===== src/rtl/lcv_div_seq.sv =====
// Iterative radix-2 restoring divider: one quotient bit per cycle, signed or
// unsigned per operation, fixed latency of WIDTH+1 cycles from accept to result.
module lcv_div_seq #(
  parameter int WIDTH = 32
) (
  input  logic             clk,
  input  logic             rst,
  input  logic             inp_valid,
  output logic             outp_ready,
  input  logic             inp_signed,
  input  logic [WIDTH-1:0] inp_dividend,
  input  logic [WIDTH-1:0] inp_divisor,
  output logic             outp_valid,
  input  logic             inp_ready,
  output logic [WIDTH-1:0] outp_quot,
  output logic [WIDTH-1:0] outp_rem
);

  localparam int CW = $clog2(WIDTH);
  localparam logic [CW-1:0] CNT_LOAD = CW'(WIDTH - 1);
  localparam logic [WIDTH-1:0] MOST_NEG = {1'b1, {(WIDTH-1){1'b0}}};

  typedef enum logic [1:0] {IDLE, CALC, FIX, DONE} state_t;

  state_t           state_q;
  logic [WIDTH:0]   prem_q;
  logic [WIDTH-1:0] dvd_q;
  logic [WIDTH-1:0] dvs_q;
  logic [WIDTH-1:0] orig_q;
  logic [WIDTH-1:0] quot_q;
  logic [WIDTH-1:0] rem_q;
  logic [CW-1:0]    cnt_q;
  logic             negq_q;
  logic             negr_q;
  logic             dz_q;
  logic             ovf_q;

  logic [WIDTH:0]   shift_d;
  logic [WIDTH:0]   diff_d;

  function automatic logic [WIDTH-1:0] magnitude(input logic [WIDTH-1:0] v,
                                                  input logic             sgn);
    return (sgn && v[WIDTH-1]) ? -v : v;
  endfunction

  function automatic logic [WIDTH-1:0] cond_neg(input logic [WIDTH-1:0] v,
                                                 input logic             neg);
    return neg ? -v : v;
  endfunction

  // Trial subtraction on the shifted partial remainder; MSB set means it went negative.
  assign shift_d = {prem_q[WIDTH-1:0], dvd_q[WIDTH-1]};
  assign diff_d  = shift_d - {1'b0, dvs_q};

  always_ff @(posedge clk) begin
    if (!rst) begin
      state_q <= IDLE;
      prem_q  <= '0;
      cnt_q   <= '0;
      quot_q  <= '0;
      rem_q   <= '0;
    end else begin
      case (state_q)
        IDLE: begin
          if (inp_valid) begin
            dvd_q   <= magnitude(inp_dividend, inp_signed);
            dvs_q   <= magnitude(inp_divisor, inp_signed);
            orig_q  <= inp_dividend;
            negq_q  <= inp_signed & (inp_dividend[WIDTH-1] ^ inp_divisor[WIDTH-1]);
            negr_q  <= inp_signed & inp_dividend[WIDTH-1];
            dz_q    <= (inp_divisor == '0);
            ovf_q   <= inp_signed && (inp_dividend == MOST_NEG) && (inp_divisor == '1);
            prem_q  <= '0;
            cnt_q   <= CNT_LOAD;
            state_q <= CALC;
          end
        end
        CALC: begin
          // Dividend register doubles as the quotient shift register.
          prem_q <= diff_d[WIDTH] ? shift_d : diff_d;
          dvd_q  <= {dvd_q[WIDTH-2:0], ~diff_d[WIDTH]};
          cnt_q  <= cnt_q - CW'(1);
          if (cnt_q == '0) state_q <= FIX;
        end
        FIX: begin
          if (dz_q) begin
            quot_q <= '1;
            rem_q  <= orig_q;
          end else if (ovf_q) begin
            quot_q <= orig_q;
            rem_q  <= '0;
          end else begin
            quot_q <= cond_neg(dvd_q, negq_q);
            rem_q  <= cond_neg(prem_q[WIDTH-1:0], negr_q);
          end
          state_q <= DONE;
        end
        DONE: begin
          if (inp_ready) state_q <= IDLE;
        end
        default: state_q <= IDLE;
      endcase
    end
  end

  assign outp_ready = (state_q == IDLE);
  assign outp_valid = (state_q == DONE);
  assign outp_quot  = quot_q;
  assign outp_rem   = rem_q;

endmodule


===== config.mk =====
export PLATFORM = sky130hd
export DESIGN_NAME = lcv_div_seq
export DESIGN_NICKNAME = d
export VERILOG_FILES = /design/src/rtl/lcv_div_seq.sv
export SDC_FILE = /design/constraint.sdc
export NUM_CORES = 1
export LEC_CHECK = 0
export CORE_ASPECT_RATIO = 0.75
export CORE_UTILIZATION = 50
export CTS_CLUSTER_SIZE = 25
export DETAILED_ROUTE_END_ITERATION = 8
export GPL_TIMING_DRIVEN = 1
export PLACE_DENSITY = 0.68
export SLEW_MARGIN = 40
export SYNTH_ARGS = -nofsm -noshare
export SYNTH_HDL_FRONTEND = slang
export SYNTH_SLANG_ARGS = --single-unit

===== constraint.sdc =====
create_clock -name clk -period 5.07 [get_ports clk]
set_clock_uncertainty 0.1 [all_clocks]
set_input_delay 1.2675 -clock clk [delete_from_list [all_inputs] [get_ports clk]]
set_output_delay 1.2675 -clock clk [all_outputs]
set_load 0.03 [all_outputs]

* After elaboration in Yosys (flattened, before gate mapping)
Index checks and enable logic that the tools add are counted.
** Storage, ports and cells
- Register bits after elaboration :: 203
- Input port bits :: 69
** Operators by class
- $add $sub $neg :: 6
- Equality and inequality tests :: 8
- Multiplexer cells :: 19
- Bitwise gates (word level) :: 4
- Reductions and logical operators :: 12
** Operators with widths (number)
- $mux 32 :: 11
- $neg 32->32 :: 4
- $pmux 32 s2 :: 2
- $eq 32x32->1 const B :: 2
- $sub 33x32->33 :: 1
- $logic_not 32->1 :: 1
- $pmux 5 s2 :: 1
- $reduce_and 3->1 :: 3
- $pmux 2 s4 :: 1
- $mux 2 :: 3
- $logic_not 5->1 :: 1
- $mux 5 :: 1
- $sub 5x1->5 const B :: 1
- $eq 2x2->1 const B :: 2
- $logic_and 1x1->1 :: 4
- $ne 2x2->1 const B :: 2
- $and 1x1->1 :: 2
- $eq 2x1->1 const B :: 1
- $logic_not 2->1 :: 1
- $ne 2x1->1 const B :: 1
- $reduce_and 2->1 :: 1
- $reduce_bool 2->1 :: 1
- $not 1->1 :: 1
- $xor 1x1->1 :: 1

* Longest topological paths before layout
- Word-level depth :: 4
- Depth in mapped cells :: 13

* Least setup slack after synthesis
OpenSTA, ideal clock, no wires.
- Path kind :: input -> register
- Start :: in rst
- End :: reg dvs_q[0] (enable)
- Arrival :: 3722 ps
- Required time :: 4536 ps
- Slack :: 814 ps
- Cell stages on the path :: 4
- Buffers on the path :: 3
- Cell sequence :: clkbuf_1 > clkbuf_1 > buf_1 > and3_1
** On the way
- Cells in the longest elaborated chain, start to end :: 1
** Ends and longest elaborated chain
- start: declaration :: RTL line 7 : input logic rst,
- $reduce_and 3->1 (no source line)
- end signal: assignment :: RTL line 67 : dvs_q <= magnitude(inp_divisor, inp_signed);
- end: declaration :: RTL line 28 : logic [WIDTH-1:0] dvs_q;
Every way passes these cells.
A chain may end at the register's enable or synchronous reset.

* Worst setup path after layout
- Start :: in inp_dividend[8]
- End :: reg dvd_q[27] (data pin)
** On the way
- Cells in the longest elaborated chain, start to end :: 4
** Ends and longest elaborated chain
- start: declaration :: RTL line 11 : input logic [WIDTH-1:0] inp_dividend,
- $neg 32->32 :: RTL line 43 : return (sgn && v[WIDTH-1]) ? -v : v;
- $mux 32 :: RTL line 43
- $mux 32 :: RTL line 65 : if (inp_valid) begin
- $pmux 32 s2 :: RTL line 63 : case (state_q)
- end signal: assignment :: RTL line 66 : dvd_q <= magnitude(inp_dividend, inp_signed);
- end signal: assignment :: RTL line 81 : dvd_q <= {dvd_q[WIDTH-2:0], ~diff_d[WIDTH]};
- end: declaration :: RTL line 27 : logic [WIDTH-1:0] dvd_q;
Every way passes these cells. The select of a mux whose other input is x is not followed.

==> flow_summary.yaml <==
status:
  status: "finished clean"
placed_design:
  routabilityCongestion: 0.914
  dp_hpwl_mm: 28.1
  dpl-instance-area_sq_um: 14300
  port_buffers: 134
  place_ws_ps: 465
setup_path:
  endpoint_kind: "register"
  timing.rr.start: "dvd_q[31]"
  cp.required_ps: 5230
  worst-path-max-fanout: 4
  worstSetupPathType: "in2reg"
  r2r_cells: 11
  critPathArrivalTime_ps: 4260
  r2r_slack_ps: 1350
  r2r_end: "prem_q[6]"
  cp-start-kind: "input pin"
hold_path:
  hold_start: "cnt_q[4]"
  whs_path_depth: 1
  hp-class: "reg2reg"
  min_to: "cnt_q[4]"
sta:
  whs_ps: 388
  setup-tns-final_ps: 0
  min_period_ps: 4110
  drv_slew: 0
  layout_setup_ws_ps: 965
  max_freq_mhz: 244
  setup_viol: 0
  relSlewSlack_pct: 46.3
  hold_violations: 0
  tightest_slew_ps: 806
  min_period_over_period_pct: 81.0
  rsz0062_at_grt: "false"
cts:
  path_clk_slew_ps: 60
  cts-buffers-inserted: 23
  ctsRootBufferMaster: "clkbuf_16"
  holdBufCountCts: 0
  insertion_delay_ps: 530
  cts_buffer_depth: 3
  cts_tree: "done"
  cts.sinks: 203
  post_cts_resized: 0
  post_cts_buffers: 0
  cts.htree.levels: 1
power_and_ir_drop:
  power.density_nw_per_um2: 448
  irDropWorstVdd_v: 0.000383
  p_leak_uw: 0.00565
detailed_routing:
  via_count: 11615
  first_pass_iters: 6
  drt-vias-per-instance: 6.16
  drc: 0
  ant_nets: 0
  wire_per_inst_um: 20.1
  drt_first_iter_violations: 1090
  finalWirelength_mm: 38.0
die:
  die_x_um: 186
  fp.dieArea_sq_um: 26100
  rows: 50
  initial_core_util_pct: 50.9
  core_sq_um: 25000
  die_h_um: 140
  io_pins: 135
logic_synthesis:
  synth_nets: 1551
  synth_flop_cell: "dfxtp_1"
  synth_most_common_cell: "nand2_1"
  async_flop_share_pct: 0
  synth_cell_types: 73
  synth-edff-count: 100
  syn_inst: 1438
  syn_area_per_cell_sq_um: 8.84
  synth_seq_cells: 203
  ys_top_cells_by_count: "143 x nand2_1, 141 x o21ai_0, 111 x a21oi_1"
  syn_area_sq_um: 12700
  synth_top_area_share_pct: 23.6
  synthTopCellsByArea: "edfxtp_1 24%, dfxtp_1 16%, o21ai_0 5.5%"
  netlist.top_cell.by_area: "edfxtp_1"
  seq_area_frac_synth_pct: 39.8
  synth_warnings: 0
global_route:
  globalRouteOverflowTotal: 0
  grt_pass1_wl_mm: 60.0
  grt_use_total_pct: 29.4
  grt_pass1_vias: 10650
  grt_max_degree: 69
  antenna_found_initial: 0
finish:
  drive_gt1_share_pct: 6.40
  diodes: 0
  area_delta_synth_final_pct: 19.0
  fin_area_sq_um: 15100
  fin_nets: 1644
run:
  drv_cap: 0
==> placed cells by master (no fill, tap or decap), types with 22 or more instances in the layout <==
cell type and count:
nor2_1 86, o31ai_1 26, or3_1 22, o211ai_1 30
nand4_1 25, a21oi_1 111, xnor2_1 73, dfxtp_1 103
clkbuf_16 25, nor3_1 30, clkdlybuf4s50_1 133, xor2_1 62
edfxtp_1 100, nand2_1 142, ha_1 41, inv_1 57
o21ai_0 140
==> cells by family after synthesis <==
kind of cell	Yosys count	synth area share [%]
mux	14	1.10
fa+ha+maj	44	4.39
simple gates	432	17.5
flops	203	39.8
buf+inv	146	4.31
xor+xnor	135	9.30
compound gates	464	23.6
==> metal layers <==
metal / GRT usage [%] / part of all wire (%) / wire, um / up-vias
met5: 0 / 0 / 0 / -
met4: 6.08 / 2.0 / 752 / 0
met3: 5.07 / 9.0 / 3430 / 53
met2: 40.7 / 40 / 15200 / 492
met1: 46.8 / 49 / 18600 / 5556
li1: - / - / - / 5514
==> registers in the layout (all words and copies together), names as in the netlist <==
signal     count
orig_q        32
dz_q           1
prem_q        32
outp_rem      32
outp_quot     32
ovf_q          1
dvd_q         32
negq_q         1
state_q        2
negr_q         1
cnt_q          5
dvs_q         32
==> stage by stage <==
| stage | utilization [%] | total power, uW | std cells |
|---|---|---|---|
| after floorplan | - | 4080 | 1438 |
| final | 60.7 | 6790 | 1886 |
| after global routing | 60.7 | 7130 | 1886 |
| after global placement | 57.4 | 4990 | 1843 |
| after detailed placement | 57.5 | 5030 | 1844 |
| after CTS | 60.6 | 6770 | 1886 |
==> how the worst max path moves through the flow <==
stage | from | end | slack, ps | cells after the start
6_report | inp_dividend[8] | dvd_q[27] | 960 | 9
5_1_grt | inp_dividend[6] | dvd_q[27] | 820 | 9
4_1_cts | inp_dividend[6] | dvd_q[27] | 990 | 9
3_5_place_dp | inp_dividend[6] | dvd_q[27] | 460 | 9
3_3_place_gp | inp_dividend[8] | dvd_q[27] | 480 | 9
2_1_floorplan | rst | dvs_q[0] | 810 | 4
==> layout make-up <==
type / count / area [sq um]
fillers: 2144 / 9820
multi-input cells: 1089 / 7120
flip-flops and latches: 203 / 5060
repair buffers: 155 / 1510
clock buffers: 32 / 682
well taps: 338 / 423
inverters: 59 / 221
clock inverters: 10 / 113
==> report_power, final <==
part	switching [uW]	internal, uW
registers	336	2210
clock network	697	1050
logic	1570	930
==> worst max-delay path, cell delays in order <==
cell and delay (ps):
clkdlybuf4s50_1 490, or4_4 600, or4_4 450, and4bb_1 350, nand2_1 150, or4_4 510
o41ai_4 230, xor2_1 170, o21ai_1 60
(Power assumes the default switching activity.)
